**config.mk**
```make
export PLATFORM = sky130hd
export DESIGN_NAME = pwm_peripheral
export DESIGN_NICKNAME = d
export VERILOG_FILES = /design/src/rtl/pwm_peripheral.sv
export SDC_FILE = /design/constraint.sdc
export NUM_CORES = 1
export LEC_CHECK = 0
export ABC_AREA = 0
export ABC_CLOCK_PERIOD_IN_PS = 4000
export CAP_MARGIN = 15
export CORE_UTILIZATION = 48
export DETAILED_ROUTE_END_ITERATION = 10
export HOLD_SLACK_MARGIN = 0.03
export PLACE_DENSITY = 0.84
export SYNTH_ARGS = -nofsm -noshare
export SYNTH_HDL_FRONTEND = slang
export SYNTH_SLANG_ARGS = --single-unit
```
**constraint.sdc**
```tcl
create_clock -name clk -period 4 [get_ports clk]
set_clock_uncertainty 0.1 [all_clocks]
set_input_delay 1.2 -clock clk [delete_from_list [all_inputs] [get_ports clk]]
set_output_delay 1.2 -clock clk [all_outputs]
set_load 0.1 [all_outputs]
```
**src/rtl/pwm_peripheral.sv**
```systemverilog
// ----------------------------------------------------------------------------
// pwm_peripheral
//
// Output stage behind the SPI register file. Each of the 16 outputs is off,
// static high, or PWM at one shared duty cycle. The duty value is copied into
// a shadow register only at the period wrap, so a mid-period write never
// produces a truncated or extra pulse.
//
// Ports
//   clk             system clock (single domain)
//   rst_n           asynchronous, active-low reset (synchronous release upstream)
//   en_out          per-output enable, 1 = output active
//   en_pwm_mode     per-output mode, 1 = PWM, 0 = static high when enabled
//   pwm_duty_cycle  shared duty, 0x00 = 0 %, 0xFF = 100 %
//   pwm_out         registered outputs ([7:0] -> uo_out, [15:8] -> uio_out)
//   period_start    one-clk pulse in the first cycle of every PWM period
//
// Parameter
//   PRESCALE        clk cycles per PWM count step (>= 1); period = 256*PRESCALE
// ----------------------------------------------------------------------------
module pwm_peripheral #(
  parameter int unsigned PRESCALE = 13
) (
  input  logic        clk,
  input  logic        rst_n,
  input  logic [15:0] en_out,
  input  logic [15:0] en_pwm_mode,
  input  logic [7:0]  pwm_duty_cycle,
  output logic [15:0] pwm_out,
  output logic        period_start
);

  // A one-bit divider is kept for PRESCALE==1; it then stays at 0 and the
  // compare below makes tick constantly 1.
  localparam int unsigned     DIV_W   = (PRESCALE > 1) ? $clog2(PRESCALE) : 1;
  localparam logic [DIV_W-1:0] DIV_MAX = DIV_W'(PRESCALE - 1);

  logic [DIV_W-1:0] div_cnt_q, div_cnt_d;
  logic [7:0]       pwm_cnt_q, pwm_cnt_d;
  logic [7:0]       duty_shadow_q, duty_shadow_d;
  logic [15:0]      pwm_out_q, pwm_out_d;
  logic             period_start_q, period_start_d;

  logic tick_s;
  logic wrap_s;
  logic level_s;

  // Prescaler, PWM counter and duty shadow next-state logic.
  always_comb begin
    div_cnt_d     = div_cnt_q;
    pwm_cnt_d     = pwm_cnt_q;
    duty_shadow_d = duty_shadow_q;

    tick_s = (div_cnt_q == DIV_MAX);
    wrap_s = tick_s && (pwm_cnt_q == 8'hFF);

    if (tick_s) begin
      div_cnt_d = {DIV_W{1'b0}};
      pwm_cnt_d = pwm_cnt_q + 8'd1;   // natural 255 -> 0 wrap
    end else begin
      div_cnt_d = div_cnt_q + DIV_W'(1);
      pwm_cnt_d = pwm_cnt_q;
    end

    // The new duty is captured even if it changes in the very wrap cycle.
    if (wrap_s) begin
      duty_shadow_d = pwm_duty_cycle;
    end else begin
      duty_shadow_d = duty_shadow_q;
    end

    period_start_d = wrap_s;
  end

  // PWM level and per-output mode selection.
  always_comb begin
    level_s   = 1'b0;
    pwm_out_d = 16'h0000;

    // 0xFF is forced to a solid high so there is no one-step low pulse at 255.
    if (duty_shadow_q == 8'hFF) begin
      level_s = 1'b1;
    end else begin
      level_s = (pwm_cnt_q < duty_shadow_q);
    end

    // Mode bits are not shadowed: they take effect on the next clk.
    pwm_out_d = en_out & ((en_pwm_mode & {16{level_s}}) | ~en_pwm_mode);
  end

  // State and output registers.
  always_ff @(posedge clk or negedge rst_n) begin
    if (!rst_n) begin
      div_cnt_q      <= {DIV_W{1'b0}};
      pwm_cnt_q      <= 8'h00;
      duty_shadow_q  <= 8'h00;
      pwm_out_q      <= 16'h0000;
      period_start_q <= 1'b0;
    end else begin
      div_cnt_q      <= div_cnt_d;
      pwm_cnt_q      <= pwm_cnt_d;
      duty_shadow_q  <= duty_shadow_d;
      pwm_out_q      <= pwm_out_d;
      period_start_q <= period_start_d;
    end
  end

  assign pwm_out      = pwm_out_q;
  assign period_start = period_start_q;

endmodule

```
==> results.md, run 1 <==
- Outcome: finished, final reports clean
- CP required: 2.70 ns
- Total congestion overflow: 0
- Residual DRC: 0
- Die W: a little over 60 µm
- Drt wl/cell: approximately 14 µm
- CP bufs+invs: 1
- Total track usage: 0.202
- WS Path Type: reg -> out
- Vias per Instance: 5.13
- DRT iter0 DRCs: 15
- Clock sink total: 37
- Syn Area/Cell: 13.4 µm²
- CP max stage cell: clkdlybuf4s50_1
- Via Count: 1221
- Final Critical Period: 3.14 ns
- Syn. warnings: 0
- Rel. slew slack: 0.339
- Vias in the first global route: between 1000 and 1500
- Most common cell after layout, fill and taps aside: clkdlybuf4s50_1
- Worst-Margin Slew: 0.989 ns
- Final Hold Vio Count: 0
- Power density cells: 299 nW/µm²
- Min-Delay Endpoint: div_cnt_q[0]
- Mapped cell area: around 1700 µm²
- Switching share of total power: 0.285
- VDD IR-drop max: 242 µV
- FF-to-FF Start: div_cnt_q[0]
- Synth top area cells: dfrtp_1, ha_1, a21boi_2, mux2_2, xnor2_1
- Ports: between 50 and 60
- Setup crit end kind: primary output
- Hold Path Origin: div_cnt_q[0]
- Hold-fix buffer count after cts: 0
- Final Cycle Share: 0.784
- Initial Utilization: 0.502
- P_leak: between 1 and 1.5 nW
- Overall Power: slightly above 0.7 mW
- Initial antenna violation count: 0
- Part of the power in registers: 0.543
- R2R depth: 6
- Gate power share: 0.191
- Htree depth: 2
- Stages on worst setup path: 1
- Fmax: 319 MHz
- Area taken by multi-input logic gates: 702 µm²
- Worst path cell trace: clkdlybuf4s50_1
- CTS clk-pin slew, worst paths: 0.10 ns
- Resized cells post-CTS: 0
- Yosys reg bits: 37
- Post-route ant nets: 0
- Dpl hpwl: 2680 µm
- RSZ-0062 raised after global routing: false
- Synth cell types: 28
- Router iterations before antenna repair: 4
- Layout cells sized above 1: 0.161
- Core area: 3360 µm²
- Sequential-to-total area share from yosys stat: 0.549
- Worst setup SP type: register
- Largest net degree at the start of global routing: 38
- Die ar.: 3760 µm²
- Endpoints failing setup: 0
- Gpl congestion: 0.686
- Clock power frac: 0.266
- Max stage delay on crit path: 1.14 ns
- Clk_lat worst skew: 0.34 ns
- Post-Syn Instances: 126
- Num CTS Buffers: 5
- Max Fanout on Critical Path: 1
- Final WL: 3390 µm
- Worst R2R Setup Slack: 2.03 ns
- Top cell type's share of synthesized area: 0.549
- Die H: around 60 µm
- Row count: 21
- Fillers: 259
- N_diodes: 0
- CTS Root Cell: clkbuf_4
- CTS max path bufs: 2
- Kind of cell adding the most delay to the critical path: buffers and inverters
- Internal: between 0.5 and 0.6 mW
- Synth-to-layout area growth: 40.3%
- Post-CTS setup buffer count: 0
- Setup TNS: 0 ns
- FF+latch area: between 900 and 1000 µm²
- HP Class: reg -> reg
- Syn nets: 178
- Port Buf Inserts: 58
- Synth area leader: dfrtp_1
- Worst EP arrival: around 1.8 ns
- First-pass GRT wire length: 5170 µm
- Max Cap Viol: 0
- Final Slew Violations: 0
- Commonest cells after routing, fill and taps aside: clkdlybuf4s50_1, dfrtp_1, inv_1, a21boi_2, ha_1
- Layout Nets: around 240
- FF-to-FF End: duty_shadow_q[5]
- Worst hold stages: 1
- Net switching power: 0.202 mW
- CTS tree: built
## power groups by stage
stage / Sequential, mW / Combinational [mW] / Clock (mW)
floorplan: 0.453 / 0.00748 / 0
global placement: 0.391 / 0.135 / 0
detailed placement: 0.392 / 0.137 / 0
CTS: 0.385 / 0.137 / 0.195
global route: 0.385 / 0.141 / 0.212
finish: 0.384 / 0.135 / 0.189
## kinds of logic (layout without fill, tap and decap cells)
logic type / after synthesis / count (layout) / share of synthesized area
buffers and inverters: 12 / 78 / 0.0356
AND/OR/NAND/NOR: 25 / 25 / 0.0956
XOR/XNOR: 8 / 8 / 0.0415
multiplexers: 8 / 8 / 0.0534
flip-flops: 37 / 37 / 0.549
AO/OA/AOI/OAI: 26 / 26 / 0.151
adder cells (fa/ha/maj): 10 / 10 / 0.0741
## sequential cells by signal (all words and copies together), names as in the netlist
signal / count
div_cnt_q: 4
pwm_cnt_q: 8
period_start: 1
duty_shadow_q: 8
pwm_out: 16
## worst max-delay path by stage
| stage | start | end |
|---|---|---|
| 6_report | pwm_out[14] | pwm_out[14] |
| 2_1_floorplan | period_start | period_start |
| 5_1_grt | pwm_out[14] | pwm_out[14] |
| 3_5_place_dp | pwm_out[14] | pwm_out[14] |
| 3_3_place_gp | pwm_out[14] | pwm_out[14] |
| 4_1_cts | pwm_out[14] | pwm_out[14] |
## area by class of cell
| class | count | share of cell area |
|---|---|---|
| clock buffers | 8 | 0.0206 |
| inverters | 10 | 0.0159 |
| multi-input cells | 77 | 0.297 |
| flip-flops and latches | 37 | 0.391 |
| well taps | 46 | 0.0243 |
| repair buffers | 60 | 0.252 |
## cells in the mapped netlist (all sizes together)
master / number
nand2b: 1
nand2: 8
mux2: 8
nand3: 1
xor2: 1
a21oi: 2
nor2: 6
nand4: 6
xnor2: 7
and4: 1
and3: 1
nor3: 1
inv: 10
dfrtp: 37
o41ai: 1
a21o: 1
a2111oi: 1
a41o: 1
o21ai: 2
o32ai: 1
o21a: 1
a21boi: 16
ha: 10
buf: 2
## per-layer routing
| metal | wire [µm] | global-route usage | vias up |
|---|---|---|---|
| li1 | - | - | 573 |
| met1 | 1230 | 0.182 | 581 |
| met2 | 1760 | 0.354 | 54 |
| met3 | 300 | 0.107 | 13 |
| met4 | 101 | 0.120 | 0 |
| met5 | 0 | 0 | - |
## per-stage QoR
step | instances | area, µm² | setup slack (ns) | util | hold WS, ns
finish | 238 | 2370 | 0.865 | 0.704 | 0.420
global route | 238 | 2370 | 0.813 | 0.704 | 0.442
CTS | 238 | 2370 | 0.843 | 0.704 | 0.423
detailed placement | 230 | 2320 | 1.24 | 0.689 | 0.401
global placement | 230 | 2320 | 1.26 | 0.689 | 0.369
floorplan | 126 | 1690 | 1.82 | - | 0.349
Note: power is estimated with default switching activity, not from simulation.
==> inputs of run 2 (changes only) <==
--- a/config.mk
+++ b/config.mk
@@ -6,12 +6,12 @@
 export NUM_CORES = 1
 export LEC_CHECK = 0
 export ABC_AREA = 0
-export ABC_CLOCK_PERIOD_IN_PS = 4000
+export ABC_CLOCK_PERIOD_IN_PS = 2950
 export CAP_MARGIN = 15
-export CORE_UTILIZATION = 48
+export CORE_UTILIZATION = 44
 export DETAILED_ROUTE_END_ITERATION = 10
 export HOLD_SLACK_MARGIN = 0.03
-export PLACE_DENSITY = 0.84
+export PLACE_DENSITY = 0.78
 export SYNTH_ARGS = -nofsm -noshare
 export SYNTH_HDL_FRONTEND = slang
 export SYNTH_SLANG_ARGS = --single-unit
==> constraint.sdc (replaced) <==
create_clock -name clk -period 2.95 [get_ports clk]
set_clock_uncertainty 0.1 [all_clocks]
set_input_delay 0.885 -clock clk [delete_from_list [all_inputs] [get_ports clk]]
set_output_delay 0.885 -clock clk [all_outputs]
set_load 0.1 [all_outputs]
==> run 2 against run 1 <==
  * Power rose by 47%
  * Setup slack better by 0.12 ns
  * Global-route usage shrank 0.92 points
  * Critical path depth up 5
  * Hold slack worse by 0.020 ns
  * Design area decreased by 0.63%
  * Largest cell class unchanged
  * Cell count is 0.42% higher
  * Sequential power increased by 36%
  * Core utilization fell by 6.1 points
  * Non-clock buffer count is 1 lower
  * Flip-flop and latch count unchanged
  * Critical endpoint is now pwm_out[15]
==> results.md, run 2 (synthesis gave the netlist of run 1 again) <==
- Total congestion overflow: 0 (unchanged)
- Final Slew Violations: 0 (unchanged)
- N_diodes: 0 (unchanged)
- CTS tree: built (unchanged)
- Clk_lat worst skew: 0.29 ns (was 0.34 ns)
- Worst R2R Setup Slack: 0.98 ns (was 2.03 ns)
- Drt wl/cell: 13.8 µm (was 14.3 µm)
- CTS max path bufs: 2 (unchanged)
- Residual DRC: 0 (unchanged)
- Worst EP arrival: 2.06 ns (was 1.84 ns)
- Htree depth: 2 (unchanged)
- Resized cells post-CTS: 0 (unchanged)
- Initial antenna violation count: 0 (unchanged)
- Switching share of total power: 0.280 (was 0.285)
- Via Count: 1193 (was 1221)
- CTS clk-pin slew, worst paths: 0.08 ns (was 0.10 ns)
- Final Critical Period: 1.97 ns
- VDD IR-drop max: 257 µV (was 242 µV)
- Post-route ant nets: 0 (unchanged)
- Gpl congestion: 0.713 (was 0.686)
- Worst-Margin Slew: 0.893 ns (was 0.989 ns)
- Die H: 63.9 µm (was 61.3 µm)
- Max Cap Viol: 0 (unchanged)
- First-pass GRT wire length: 5870 µm (was 5170 µm)
- CP bufs+invs: 1 (unchanged)
- Port Buf Inserts: 58 (unchanged)
- Stages on worst setup path: 6 (was 1)
- Fmax: 508 MHz
- Outcome: finished, final reports clean (unchanged)
- Endpoints failing setup: 0 (unchanged)
- HP Class: reg -> reg (unchanged)
- Router iterations before antenna repair: 3 (was 4)
- Row count: 22 (was 21)
- Ports: 59 (unchanged)
- Internal: 0.749 mW (was 0.506 mW)
- Clock sink total: 37 (unchanged)
- Core area: 3660 µm² (was 3360 µm²)
- Most common cell after layout, fill and taps aside: clkdlybuf4s50_1 (unchanged)
- RSZ-0062 raised after global routing: false (unchanged)
- Setup ws final: 0.983 ns (was 0.865 ns)
- Rel. slew slack: 0.405 (was 0.339)
- DRT iter0 DRCs: 19 (was 15)
- Final WL: 3310 µm (was 3390 µm)
- Final Hold Vio Count: 0 (unchanged)
- Final Cycle Share: 0.667
- P_leak: 1.08 nW (was 1.04 nW)
- Layout cells sized above 1: 0.267 (was 0.161)
- Vias per Instance: 4.99 (was 5.13)
- Worst setup SP type: register (unchanged)
- Largest net degree at the start of global routing: 38 (unchanged)
- Met3 usage in global routing: 0.0786 (was 0.107)
- Met1 Usage GRT: 0.213 (was 0.182)
- Dpl hpwl: 2540 µm (was 2680 µm)
- Commonest cells after routing, fill and taps aside: clkdlybuf4s50_1, dfrtp_1, buf_4 (was clkdlybuf4s50_1, dfrtp_1, inv_1, a21boi_2, ha_1)
- Post-CTS setup buffer count: 0 (unchanged)
- GRT busiest layer: met2 (unchanged)
- Max reg flops: 16 (unchanged)
- Routing usage on met2: 0.320 (was 0.354)
- Num CTS Buffers: 5 (unchanged)
- Worst hold stages: 1 (unchanged)
- Setup TNS: 0 ns (unchanged)
- Layout Nets: 242 (was 243)
- CTS Root Cell: clkbuf_8 (was clkbuf_4)
- Hold-fix buffer count after cts: 0 (unchanged)
- Initial Utilization: 0.461 (was 0.502)
- Total track usage: 0.192 (was 0.202)
- Worst path cell trace: ha_1 > a41o_1 > a21oi_1 > o32ai_2 > buf_4 > a21boi_0 (was clkdlybuf4s50_1)
- Kind of cell adding the most delay to the critical path: compound AO/OA/AOI/OAI gates (was buffers and inverters)
- WS Path Type: reg -> reg (was reg -> out)
- Part of the power in registers: 0.501 (was 0.543)
- Gate power share: 0.171 (was 0.191)
- Net switching power: 0.291 mW (was 0.202 mW)
- R2R depth: 6 (unchanged)
- Setup Slack @ Placement: 0.977 ns (was 1.24 ns)
- Max stage delay on crit path: 0.44 ns (was 1.14 ns)
- Vias in the first global route: 1310 (was 1247)
- CP required: 3.05 ns (was 2.70 ns)
- Power density cells: 442 nW/µm² (was 299 nW/µm²)
- CP max stage cell: dfrtp_1 (was clkdlybuf4s50_1)
- Max Fanout on Critical Path: 16 (was 1)
- Die W: 63.9 µm (was 61.3 µm)
- Setup crit end kind: register (was primary output)
- Die ar.: 4090 µm² (was 3760 µm²)
- Synth-to-layout area growth: 39.4% (was 40.3%)
- Clock power frac: 0.329 (was 0.266)
-- run 2: changes by cell type in the layout (fill, tap and decap cells not counted), sizes merged --
| cell | before | now |
|---|---|---|
| clkdlybuf4s50 | 58 | 40 |
| clkbuf | 8 | 6 |
| buf | 2 | 18 |
| clkinvlp | 0 | 1 |
| clkinv | 0 | 2 |
-- run 2: power groups by stage --
stage / registers (mW) / logic [mW] / clock network, mW
floorplan: 0.614 / 0.0101 / 0
CTS: 0.521 / 0.180 / 0.356
finish: 0.521 / 0.177 / 0.342
detailed placement: 0.531 / 0.179 / 0
global placement: 0.531 / 0.177 / 0
global route: 0.522 / 0.186 / 0.379
-- run 2: final timing paths --
path                                     to    startpoint
max                             pwm_out[15]  pwm_cnt_q[5]
min                            div_cnt_q[0]  div_cnt_q[0]
max reg2reg                     pwm_out[15]  pwm_cnt_q[5]
min reg2reg                    div_cnt_q[0]  div_cnt_q[0]
max in group asynchronous  duty_shadow_q[7]         rst_n
min in group asynchronous      pwm_cnt_q[5]         rst_n
-- run 2: worst reg2reg max path, delay by kind of cell (launching register included) --
family	cells	cell delay, ns
compound gates	4	0.79
buf+inv	1	0.22
fa+ha+maj	1	0.33
flops	1	0.44
-- run 2: routing by layer --
metal | vias to the layer above | part of all wire
met1 | 574 | 0.39
met2 | 51 | 0.51
met5 | - | 0
met3 | 5 | 0.086
met4 | 0 | 0.014
li1 | 563 | -
-- run 2: final cells by class --
type,instances,area [µm²]
inverter,10,37.5
multi-input combinational,77,702
clock buffer,5,68.8
fill,272,1310
clock inverter,3,17.5
sequential,37,926
tap,48,60.1
timing repair buffer,59,541
-- run 2: per-stage QoR --
stage | hold slack [ns] | total power [mW] | utilization | std cells | cell area (µm²)
final | 0.400 | 1.04 | 0.643 | 239 | 2350
after floorplan | 0.349 | 0.625 | - | 126 | 1690
after global placement | 0.366 | 0.708 | 0.619 | 231 | 2270
after detailed placement | 0.389 | 0.710 | 0.619 | 231 | 2270
after CTS | 0.401 | 1.06 | 0.643 | 239 | 2350
after global routing | 0.413 | 1.09 | 0.643 | 239 | 2350
==> inputs of run 3 (changes only) <==
--- a/config.mk
+++ b/config.mk
@@ -6,7 +6,7 @@
 export NUM_CORES = 1
 export LEC_CHECK = 0
 export ABC_AREA = 0
-export ABC_CLOCK_PERIOD_IN_PS = 2950
+export ABC_CLOCK_PERIOD_IN_PS = 2000
 export CAP_MARGIN = 15
 export CORE_UTILIZATION = 44
 export DETAILED_ROUTE_END_ITERATION = 10
==> constraint.sdc (replaced) <==
create_clock -name clk -period 2 [get_ports clk]
set_clock_uncertainty 0.1 [all_clocks]
set_input_delay 0.6 -clock clk [delete_from_list [all_inputs] [get_ports clk]]
set_output_delay 0.6 -clock clk [all_outputs]
set_load 0.1 [all_outputs]
==> run 3 against run 2 <==
  * Power rose by 60%
  * Register-to-register slack got worse by 0.92 ns
  * Design area rose by 13%
  * Hold slack lost 0.26 ns
  * Sequential power up 50%
  * Core utilization rose by 8.1 points
  * Die area did not move
  * Via count increased by 6.5%
  * Critical path type unchanged
  * Critical endpoint is now duty_shadow_q[1]
==> results.md, run 3 (synthesis gave the netlist of run 1 again) <==
- Outcome: finished, final reports clean (unchanged)
- Initial Utilization: 0.461 (unchanged)
- Stages on worst setup path: 6 (unchanged)
- Fmax: 516 MHz (was 508 MHz)
- WS Path Type: reg -> reg (unchanged)
- Gate power share: 0.187 (was 0.171)
- Row count: 22 (unchanged)
- Residual DRC: 0 (unchanged)
- P_leak: 1.18 nW (was 1.08 nW)
- Part of the power in registers: 0.468 (was 0.501)
- CP max stage cell: dfrtp_1 (unchanged)
- FF-to-FF Start: div_cnt_q[0] (was pwm_cnt_q[5])
- Ports: 59 (unchanged)
- Post-Layout Inst Area: 2650 µm² (was 2350 µm²)
- Die W: 63.9 µm (unchanged)
- Fillers: 221 (was 272)
- Largest net degree at the start of global routing: 22 (was 38)
- Final Slew Violations: 0 (unchanged)
- Max reg flops: 16 (unchanged)
- HP Class: in -> async (was reg -> reg)
- Layout cells sized above 1: 0.286 (was 0.267)
- Worst R2R Setup Slack: 0.06 ns (was 0.98 ns)
- Internal: 1.22 mW (was 0.749 mW)
- Final Cycle Share: 0.968 (was 0.667)
- Net switching power: 0.443 mW (was 0.291 mW)
- Total track usage: 0.213 (was 0.192)
- Port Buf Inserts: 58 (unchanged)
- Die ar.: 4090 µm² (unchanged)
- CTS clk-pin slew, worst paths: 0.07 ns (was 0.08 ns)
- First-pass GRT wire length: 6330 µm (was 5870 µm)
- Via Count: 1270 (was 1193)
- FF+latch area: 926 µm² (unchanged)
- Clock sink total: 37 (unchanged)
- Rel. slew slack: 0.689 (was 0.405)
- Final WL: 3730 µm (was 3310 µm)
- Final Hold Vio Count: 0 (unchanged)
- Htree depth: 2 (unchanged)
- Post-CTS setup buffer count: 0 (unchanged)
- CTS tree: built (unchanged)
- VDD IR-drop max: 446 µV (was 257 µV)
- Synth-to-layout area growth: 57.0% (was 39.4%)
- Post-route ant nets: 0 (unchanged)
- Area taken by multi-input logic gates: 717 µm² (was 702 µm²)
- Kind of cell adding the most delay to the critical path: simple AND/OR/NAND/NOR gates (was compound AO/OA/AOI/OAI gates)
- Max Cap Viol: 0 (unchanged)
- Placed inst area: 2530 µm² (was 2270 µm²)
- Worst setup SP type: register (unchanged)
- Clock power frac: 0.345 (was 0.329)
- Clk_lat worst skew: 0.29 ns (about the same)
- CP bufs+invs: 1 (unchanged)
- Endpoints failing setup: 0 (unchanged)
- Total congestion overflow: 0 (unchanged)
- Commonest cells after routing, fill and taps aside: clkdlybuf4s50_1, dfrtp_1, buf_12 (was clkdlybuf4s50_1, dfrtp_1, buf_4)
- Max Fanout on Critical Path: 6 (was 16)
- Layout Nets: 247 (was 242)
- Switching share of total power: 0.266 (was 0.280)
- Router iterations before antenna repair: 4 (was 3)
- Setup crit end kind: register (unchanged)
- Dpl hpwl: 2880 µm (was 2540 µm)
- N_diodes: 0 (unchanged)
- Die H: 63.9 µm (unchanged)
- CTS max path bufs: 2 (unchanged)
- Num CTS Buffers: 5 (unchanged)
- Worst path cell trace: inv_1 > ha_1 > and3_4 > nand4_4 > nor2_8 > mux2_2 (was ha_1 > a41o_1 > a21oi_1 > o32ai_2 > buf_4 > a21boi_0)
- Drt wl/cell: 15.3 µm (was 13.8 µm)
- Vias per Instance: 5.20 (was 4.99)
- CTS Root Cell: clkbuf_8 (unchanged)
- CP required: 2.08 ns (was 3.05 ns)
- Final Util: 0.724 (was 0.643)
- Max stage delay on crit path: 0.42 ns (was 0.44 ns)
- Final Critical Period: 1.94 ns (was 1.97 ns)
- Min Hold Slack: 0.144 ns (was 0.400 ns)
- Critical Path End: duty_shadow_q[1] (was pwm_out[15])
- Most common cell after layout, fill and taps aside: clkdlybuf4s50_1 (unchanged)
- Power density cells: 629 nW/µm² (was 442 nW/µm²)
- R2R depth: 6 (unchanged)
- Gpl congestion: 0.769 (was 0.713)
- FF-to-FF End: duty_shadow_q[1] (was pwm_out[15])
- CP startpoint: div_cnt_q[0] (was pwm_cnt_q[5])
- DRT iter0 DRCs: 55 (was 19)
- Initial antenna violation count: 0 (unchanged)
- Core area: 3660 µm² (unchanged)
- Worst-Margin Slew: 0.466 ns (was 0.893 ns)
- Worst EP arrival: 2.01 ns (was 2.06 ns)
- Vias in the first global route: 1381 (was 1310)
- Overall Power: 1.67 mW (was 1.04 mW)
[run 3: changes by cell type in the layout (fill, tap and decap cells not counted)]
cell / change
and3_2: -1
and3_4: +1
buf_12: +19
buf_4: -15
clkbuf_8: +2
clkinv_2: -1
clkinvlp_4: -1
nor2_4: +1
[run 3: power groups by stage]
| stage | clock [mW] | combinational [mW] | sequential [mW] |
|---|---|---|---|
| after global routing | 0.621 | 0.325 | 0.780 |
| final | 0.575 | 0.312 | 0.779 |
| after CTS | 0.583 | 0.314 | 0.779 |
| after floorplan | 0 | 0.0150 | 0.906 |
| after global placement | 0 | 0.308 | 0.792 |
| after detailed placement | 0 | 0.313 | 0.793 |
[run 3: final cells by class]
cell class	instances	area share
flip-flops and latches	37	0.349
clock buffers	7	0.0364
clock inverters	1	0.00189
inverters	10	0.0142
multi-input cells	78	0.271
well taps	48	0.0227
repair buffers	63	0.305
[run 3: stage by stage]
stage	setup WS, ns	setup TNS (ns)	instances
floorplan	0.175	0	126
detailed placement	0.0544	0	235
global route	-0.0145	-0.0585	244
finish	0.0637	0	244
CTS	0.0393	0	243
global placement	0.149	0	235
[run 3: worst register-to-register path, stage by stage, from the launching register on]
cell and delay, ns:
dfrtp_1 0.42, inv_1 0.10, ha_1 0.21, and3_4 0.25, nand4_4 0.19, nor2_8 0.18, mux2_2 0.37
[run 3: worst min-delay path by stage]
stage	from	to	slack (ns)	cells after the start
after global routing	rst_n	pwm_cnt_q[5]	0.18	1
after CTS	rst_n	pwm_cnt_q[5]	0.15	1
after global placement	div_cnt_q[0]	div_cnt_q[0]	0.36	1
final	rst_n	pwm_cnt_q[5]	0.14	1
after detailed placement	div_cnt_q[3]	div_cnt_q[3]	0.38	1
after floorplan	rst_n	div_cnt_q[0]	0.20	0
[run 3: routing by layer]
metal	share of wire	wire length [µm]	GRT usage	vias to the layer above
met5	0	0	0	-
met4	0.044	165	0.125	0
met3	0.096	357	0.0768	13
met2	0.51	1900	0.368	66
met1	0.35	1310	0.220	615
li1	-	-	-	576
[run 3: repair_timing]
item | CTS | global route
gates resized for setup | 0 | 1
hold buffers | 0 | 0
setup endpoints to repair | 0 | 10
